==> config.mk <==
export PLATFORM = sky130hd
export DESIGN_NAME = pending_encoder_32_flat
export DESIGN_NICKNAME = d
export VERILOG_FILES = /design/src/rtl/pending_encoder_32_if.sv /design/src/rtl/pending_encoder_32.sv /design/src/flat_wrapper.sv
export SDC_FILE = /design/constraint.sdc
export NUM_CORES = 1
export LEC_CHECK = 0
export CORE_MARGIN = 4
export CORE_UTILIZATION = 49
export DETAILED_ROUTE_END_ITERATION = 10
export GPL_TIMING_DRIVEN = 0
export PLACE_DENSITY = 0.88
export SYNTH_ARGS = -nofsm -noshare
export SYNTH_HDL_FRONTEND = slang
export SYNTH_SLANG_ARGS = --single-unit
==> constraint.sdc <==
create_clock -name clock -period 4.1 [get_ports clock]
set_clock_uncertainty 0.15 [all_clocks]
set_input_delay 0.615 -clock clock [delete_from_list [all_inputs] [get_ports clock]]
set_output_delay 0.615 -clock clock [all_outputs]
set_load 0.03 [all_outputs]
==> src/rtl/pending_encoder_32_if.sv <==
`default_nettype none
// ----------------------------------------------------------------------------
// Module : pending_encoder_32_if
// Handshake/bus bundle between the pending encoder and its producer/consumer.
// Rev    : 1.0  initial release
// ----------------------------------------------------------------------------
interface pending_encoder_32_if #(
  parameter int CNT_W = 8
);
  logic [31:0]      req;
  logic             clr_all;
  logic             out_ack;
  logic             out_valid;
  logic [4:0]       out_index;
  logic [31:0]      pending;
  logic [CNT_W-1:0] coal_cnt;

  modport master (
    output req, clr_all, out_ack,
    input  out_valid, out_index, pending, coal_cnt
  );

  modport slave (
    input  req, clr_all, out_ack,
    output out_valid, out_index, pending, coal_cnt
  );
endinterface
`default_nettype wire

==> src/rtl/pending_encoder_32.sv <==
`default_nettype none
// ----------------------------------------------------------------------------
// Module : pending_encoder_32
// Sticky 32-bit pending vector emitted one 5-bit index at a time over
// valid/ack. Optional macro ROUND_ROBIN_EN selects round-robin arbitration.
// Rev    : 1.0  initial release
// ----------------------------------------------------------------------------
module pending_encoder_32 #(
  parameter int CNT_W = 8
) (
  input  logic                 clock,
  input  logic                 reset,
  pending_encoder_32_if.slave  bus
);

  typedef enum logic [0:0] {
    EMPTY   = 1'b0,
    PRESENT = 1'b1
  } state_t;

  localparam logic [CNT_W-1:0] CNT_MAX = '1;
  localparam logic [CNT_W-1:0] CNT_ONE = {{(CNT_W-1){1'b0}}, 1'b1};

  state_t           state;
  logic             valid;
  logic [4:0]       index;
  logic [31:0]      pend;
  logic [CNT_W-1:0] coal;
`ifdef ROUND_ROBIN_EN
  logic [4:0]       rr_ptr;
`endif

  logic [31:0] index_onehot;
  logic        ack_fire;
  logic [31:0] pend_kept;
  logic [31:0] pending_nxt;
  logic [31:0] src;
  logic        coal_hit;
  logic        sel_found;
  logic [4:0]  sel_idx;

  assign index_onehot = 32'd1 << index;
  assign ack_fire     = valid & bus.out_ack;
  assign pend_kept    = pend & ~(ack_fire ? index_onehot : 32'd0);
  // Set dominates clear: a req on the acked bit keeps it pending.
  assign pending_nxt  = pend_kept | bus.req;
  assign src          = pending_nxt & ~((valid & ~bus.out_ack) ? index_onehot : 32'd0);
  assign coal_hit     = |(bus.req & pend_kept);

`ifdef ROUND_ROBIN_EN
  always_comb begin
    logic [4:0] pos;
    sel_found = 1'b0;
    sel_idx   = 5'd0;
    pos       = 5'd0;
    for (int k = 0; k < 32; k++) begin
      pos = rr_ptr + 5'd1 + k[4:0];
      if (!sel_found && src[pos]) begin
        sel_found = 1'b1;
        sel_idx   = pos;
      end
    end
  end
`else
  always_comb begin
    sel_found = 1'b0;
    sel_idx   = 5'd0;
    for (int k = 0; k < 32; k++) begin
      if (!sel_found && src[k]) begin
        sel_found = 1'b1;
        sel_idx   = k[4:0];
      end
    end
  end
`endif

  always_ff @(posedge clock or posedge reset) begin
    if (reset) begin
      state  <= EMPTY;
      valid  <= 1'b0;
      index  <= 5'd0;
      pend   <= 32'd0;
      coal   <= '0;
`ifdef ROUND_ROBIN_EN
      rr_ptr <= 5'd31;
`endif
    end else if (bus.clr_all) begin
      state <= EMPTY;
      valid <= 1'b0;
      pend  <= 32'd0;
    end else begin
      pend <= pending_nxt;
      if (coal_hit && (coal != CNT_MAX)) begin
        coal <= coal + CNT_ONE;
      end
      case (state)
        EMPTY: begin
          if (sel_found) begin
            state  <= PRESENT;
            valid  <= 1'b1;
            index  <= sel_idx;
`ifdef ROUND_ROBIN_EN
            rr_ptr <= sel_idx;
`endif
          end
        end
        PRESENT: begin
          // Index is held stable until the consumer acks it.
          if (bus.out_ack) begin
            if (sel_found) begin
              valid  <= 1'b1;
              index  <= sel_idx;
`ifdef ROUND_ROBIN_EN
              rr_ptr <= sel_idx;
`endif
            end else begin
              state <= EMPTY;
              valid <= 1'b0;
            end
          end
        end
        default: begin
          state <= EMPTY;
          valid <= 1'b0;
        end
      endcase
    end
  end

  assign bus.out_valid = valid;
  assign bus.out_index = index;
  assign bus.pending   = pend;
  assign bus.coal_cnt  = coal;

endmodule
`default_nettype wire

==> src/flat_wrapper.sv <==
// flat-port wrapper written by rule: the top's interface ports become plain ports
module pending_encoder_32_flat 
#(
  parameter int CNT_W = 8
)
  (clock, reset, bus_req, bus_clr_all, bus_out_ack, bus_out_valid, bus_out_index, bus_pending, bus_coal_cnt);
  pending_encoder_32_if #(.CNT_W(CNT_W)) bus_i ();
  input  logic clock;
  input  logic reset;
  input wire logic [$bits(bus_i.req)-1:0] bus_req;
  input wire logic [$bits(bus_i.clr_all)-1:0] bus_clr_all;
  input wire logic [$bits(bus_i.out_ack)-1:0] bus_out_ack;
  output wire logic [$bits(bus_i.out_valid)-1:0] bus_out_valid;
  output wire logic [$bits(bus_i.out_index)-1:0] bus_out_index;
  output wire logic [$bits(bus_i.pending)-1:0] bus_pending;
  output wire logic [$bits(bus_i.coal_cnt)-1:0] bus_coal_cnt;
  assign bus_i.req = bus_req;
  assign bus_i.clr_all = bus_clr_all;
  assign bus_i.out_ack = bus_out_ack;
  assign bus_out_valid = bus_i.out_valid;
  assign bus_out_index = bus_i.out_index;
  assign bus_pending = bus_i.pending;
  assign bus_coal_cnt = bus_i.coal_cnt;
  pending_encoder_32 #(.CNT_W(CNT_W)) u_core (.clock(clock), .reset(reset), .bus(bus_i));
endmodule
== Word level (Yosys, flattened, before mapping) ==
Cells that the tools add are included.
Word-level totals
  register bits: 47
  output and inout bits: 46
  word-level logic and storage cells: 166
Operators by class
  $add $sub $neg: 1
  reductions and logical operators: 67
  bitwise operators: 11
  mux-type cells: 77
  equality and inequality tests: 4
  shifts and indexed selects: 1
Operator list (number)
  AND 32 bit: 3
  two-way mux 32 bit: 3
  two-way mux 5 bit: 18
  NOT 32 bit: 2
  two-way mux 1 bit: 39
  logical AND 1 bit: 32
  two-way mux 4 bit: 8
  bitwise OR 32 bit: 1
  OR reduction 32 bit: 1
  << shifter 1 x 5 -> 32 bit, first input constant: 1
  logical NOT 1 bit: 31
  two-way mux 3 bit: 4
  case mux 5 bit (2 select lines): 1
  adder 8 x 1 -> 8 bit, second input constant: 1
  inequality test 8 bit, second input constant: 1
  AND reduction 2 bit: 3
  two-way mux 2 bit: 2
  case mux 1 bit (2 select lines): 2
  inequality test 3 x 2 -> 1 bit, second input constant: 1
  inequality test 3 bit, second input constant: 1
  NOT 1 bit: 3
  AND 1 bit: 2
  inequality test 2 bit, second input constant: 1

== Logic depth before layout (Yosys ltp) ==
Gate-level depths: netlist of the first run.
  depth in word-level cells: 104
  depth in mapped cells: 9
  depth with buffers taken out: 7

== Worst setup path after synthesis of the first run ==
OpenSTA, ideal clock, no wires.
  kind: register to register
  start: register u_core.index[0], in the netlist u_core.bus.out_index[0]
  end: register u_core.coal[1], in the netlist u_core.bus.coal_cnt[1]
  required time: 3.825 ns
  arrival: 2.817 ns
  setup slack: 1.008 ns
  stages on the path, launching flop included: 10
  path buffers: 2
  clock period less this slack: 3.092 ns
  path through: dfrtp_1 > buf_2 > or3b_2 > clkbuf_1 > or3_1 > and3_1 > nor4_1 > o21ai_1 > o21ai_1 > mux2_2
On the way
  word-level cells in the longest chain between the ends: 8
RTL lines
  start: declaration: RTL line pending_encoder_32.sv:26  | logic [4:0] index;
  start signal: assignment: RTL line pending_encoder_32.sv:101  | index <= sel_idx;
  start signal: assignment: RTL line pending_encoder_32.sv:112  | index <= sel_idx;
  << shifter 1 x 5 -> 32 bit: RTL line pending_encoder_32.sv:42  | assign index_onehot = 32'd1 << index;
  two-way mux 32 bit: RTL line pending_encoder_32.sv:44  | assign pend_kept = pend & ~(ack_fire ? index_onehot : 32'd0);
  NOT 32 bit: RTL line pending_encoder_32.sv:44
  AND 32 bit: RTL line pending_encoder_32.sv:44
  AND 32 bit: RTL line pending_encoder_32.sv:48  | assign coal_hit = |(bus.req & pend_kept);
  OR reduction 32 bit: RTL line pending_encoder_32.sv:48
  logical AND 1 bit: RTL line pending_encoder_32.sv:93  | if (coal_hit && (coal != CNT_MAX)) begin
  AND reduction 2 bit (no source line)
  end signal: assignment: RTL line pending_encoder_32.sv:94  | coal <= coal + CNT_ONE;
  end: declaration: RTL line pending_encoder_32.sv:28  | logic [CNT_W-1:0] coal;
Every way passes these cells.
A chain may end at the register's enable or synchronous reset.

== Final worst setup path of the first run ==
  start: register u_core.index[2], in the netlist u_core.bus.out_index[2]
  end: register u_core.coal[1], in the netlist u_core.bus.coal_cnt[1]
Same word-level chain as after synthesis.

==> impl_metrics.json, run 1 <==
{
  "layout-drive-gt1-share_pct": 5.44,
  "route.detailed.drc": 0,
  "root_buffer": "clkbuf_8",
  "maxCapViolCount": 0,
  "ir_drop_mv": 0.247,
  "vias": 4040,
  "ys_ff_latch": 47,
  "die_area_um2": 8490,
  "antenna_found_initial": 0,
  "grt_setup_unrepaired": "no",
  "dp.cells": 603,
  "hold_viol": 0,
  "critPathRequiredTime_ns": 4.16,
  "setup-tns-final_ns": 0,
  "ys_types": 59,
  "clock_sinks": 47,
  "nets": 551,
  "gp_congestion": 0.975,
  "grt_pass1_vias": 4030,
  "avgSynthCellArea_um2": 8.12,
  "syn_inst": 427,
  "rr_worst_depth": 9,
  "setup.worst_path.start_class": "register",
  "arrival_ns": 3.91,
  "initial_core_util_pct": 50.8,
  "hold_path.class": "register to register",
  "grt_max_degree": 30,
  "die_x_um": 92.1,
  "path_max_fanout": 10,
  "hpwl_um": 10200,
  "synth_flop_cell": "dfrtp_1",
  "wire_per_inst_um": 22.2,
  "holdBufCountCts": 0,
  "cts_setup_buffers": 0,
  "io_pins": 82,
  "place_ws_ns": 0.286,
  "async_reset_ff_share_pct": 100,
  "clk_pin_slew_ns": 0.09,
  "timing.final.crit_share_pct": 94.0,
  "syn_nets": 464,
  "worstMarginPinSlew_ns": 0.652,
  "post_cts_resize_count": 0,
  "die-height_um": 92.1,
  "synth-seq-area-share_pct": 33.9,
  "synth_edf_count": 0,
  "clk_latency_ns": 0.31,
  "cts_buffers": 5,
  "final_core_util_pct": 66.2,
  "crit_type": "register to register",
  "hold-path-cell-count": 1,
  "finalCriticalPeriod_ns": 3.86,
  "end_kind": "register",
  "drt_iter0_drc": 503,
  "wl_um": 13600,
  "drt_first_pass_iters": 6,
  "syn_to_final_growth_pct": 30.3,
  "final-max-slew-violation-count": 0,
  "diodes": 0,
  "slew_headroom_pct": 56.5,
  "core_um2": 6830,
  "setup_ws_ns": 0.244,
  "grt_overflow": 0,
  "final_antenna_net_count": 0,
  "synth_warnings": 0,
  "port_buffers": 79,
  "status": "complete, no violations",
  "p_total_w": 0.00161,
  "synth_area_um2": 3470,
  "powerDensity_nw_per_um2": 356,
  "row_count": 30,
  "via_per_inst": 6.61,
  "grtUsageTotal_pct": 32.7,
  "final_cell_count_no_fill": 611,
  "fmax_mhz": 259,
  "cts_tree": "built",
  "cts-htree-levels": 2,
  "clockBufferDepth": 2,
  "grt_pass1_wl_um": 21600,
  "finalSetupViolCount": 0,
  "power_leakage_nw": 1.65
}
## cells by family after synthesis
logic type / count (synthesis) / synth area share [%]
simple gates: 138 / 24.3
xor+xnor: 7 / 1.77
buf+inv: 52 / 5.95
fa+ha+maj: 1 / 0.361
flops: 47 / 33.9
mux: 1 / 0.325
compound gates: 181 / 33.4
## metrics by stage
| stage | cell area, µm² | hold WS, ns |
|---|---|---|
| after floorplan | 3470 | 0.433 |
| after global placement | 4380 | 0.331 |
| after detailed placement | 4400 | 0.341 |
| after CTS | 4520 | 0.358 |
| after global routing | 4520 | 0.382 |
| final | 4520 | 0.362 |
## registers in the layout, summed over array words and instances (netlist names)
register	count
u_core.state	1
u_core.bus.out_valid	1
u_core.bus.coal_cnt	8
u_core.bus.out_index	5
u_core.bus.pending	32
## critical path, cell delays in order, from the launching register on
cell,delay [ns]
dfrtp_1,0.44
clkbuf_1,0.39
clkbuf_1,0.43
nand4_1,0.46
o21ai_0,0.37
nor2_1,0.13
a211oi_1,0.29
o2111ai_1,0.38
o21ai_1,0.33
mux2_2,0.36
## cell usage in the layout, fill, tap and decap left out, drive strengths merged, types with 7 or more instances in the layout
cell type      count
clkdlybuf4s50     79
o21ai             55
dfrtp             47
a21oi             45
nand2             28
inv               27
clkbuf            27
nor2              26
o211ai            17
and2              15
nand4             11
o22ai             10
or3                9
o32a               8
nand3b             7
a211oi             7
xnor2              7
## layer usage
metal | vias to the layer above | GRT usage (%) | wire length [µm]
met5 | - | 0 | 0
met4 | 0 | 11.3 | 399
met3 | 37 | 6.56 | 1490
met2 | 274 | 51.5 | 6190
met1 | 1922 | 44.7 | 5490
li1 | 1807 | - | -
## cell type report
class	instances	area [µm²]
Buffer	26	109
Multi-Input combinational cell	328	2080
Timing Repair Buffer	80	811
Tap cell	96	120
Clock inverter	2	38.8
Inverter	26	97.6
Sequential cell	47	1180
Clock buffer	6	82.6
Fill cell	589	2310
## synthesized netlist by cell type (all sizes together), types with 2 or more instances
cell type   n  share of area, %
a211o       2              0.54
a211oi      7               1.5
a21oi      45               6.5
a22oi       2              0.43
a2bb2oi     2              0.51
a31oi       4              0.72
a41oi       3              0.76
and2       15               2.7
and4        3              0.76
buf         5              0.87
clkbuf     21               2.3
dfrtp      47                34
inv        26               2.8
nand2      28               3.0
nand2b      3              0.54
nand3       5              0.87
nand3b      7               1.5
nand4      11               2.0
nand4b      4               1.0
nand4bb     5               1.6
nor2       26               2.8
nor2b       2              0.36
nor3        2              0.29
nor4        5               1.3
o2111ai     6               1.5
o211ai     17               3.7
o21a        3              0.65
o21ai      55               7.9
o22ai      10               1.8
o311ai      5               1.3
o31ai       4              0.87
o32a        8               2.7
o32ai       2              0.51
or3         9               1.6
or3b        3              0.76
or4         2              0.43
or4b        4               1.3
xnor2       7               1.8
## where the power goes
part	total [W]	switching, W	internal [W]
registers	0.000600	0.0000748	0.000525
clock network	0.000374	0.000173	0.000201
logic	0.000637	0.000383	0.000253
## worst paths after layout
kind | start | to | slack (ns)
worst max-delay path | u_core.bus.out_index[2] | u_core.bus.coal_cnt[1] | 0.24
worst min-delay path | u_core.bus.coal_cnt[5] | u_core.bus.coal_cnt[5] | 0.36
worst max register to register | u_core.bus.out_index[2] | u_core.bus.coal_cnt[1] | 0.24
worst min register to register | u_core.bus.coal_cnt[5] | u_core.bus.coal_cnt[5] | 0.36
max in group asynchronous | reset | u_core.bus.pending[11] | 2.81
min in group asynchronous | reset | u_core.bus.pending[21] | 0.48
No activity file was read; power rests on OpenSTA's default activity.
==> run 2: changes to the inputs <==
Settings changed: CTS_CLUSTER_DIAMETER set to 150, CTS_CLUSTER_SIZE set to 25.
==> results of run 2 <==
Same layout as run 1: the final DEF is identical, and so are final timing and power.
==> run 3: changes to the inputs <==
==> constraint.sdc (replaced) <==
create_clock -name clock -period 4.1 [get_ports clock]
set_clock_uncertainty 0.15 [all_clocks]
set_input_delay 0.41 -clock clock [delete_from_list [all_inputs] [get_ports clock]]
set_output_delay 0.41 -clock clock [all_outputs]
set_load 0.03 [all_outputs]
==> results of run 3 <==
Same layout as run 1 (identical final DEF). Status: complete, no violations.
Main changes from that run: setup slack after placement 0.286 ns -> 0.417 ns; hold slack 0.362 ns -> 0.276 ns
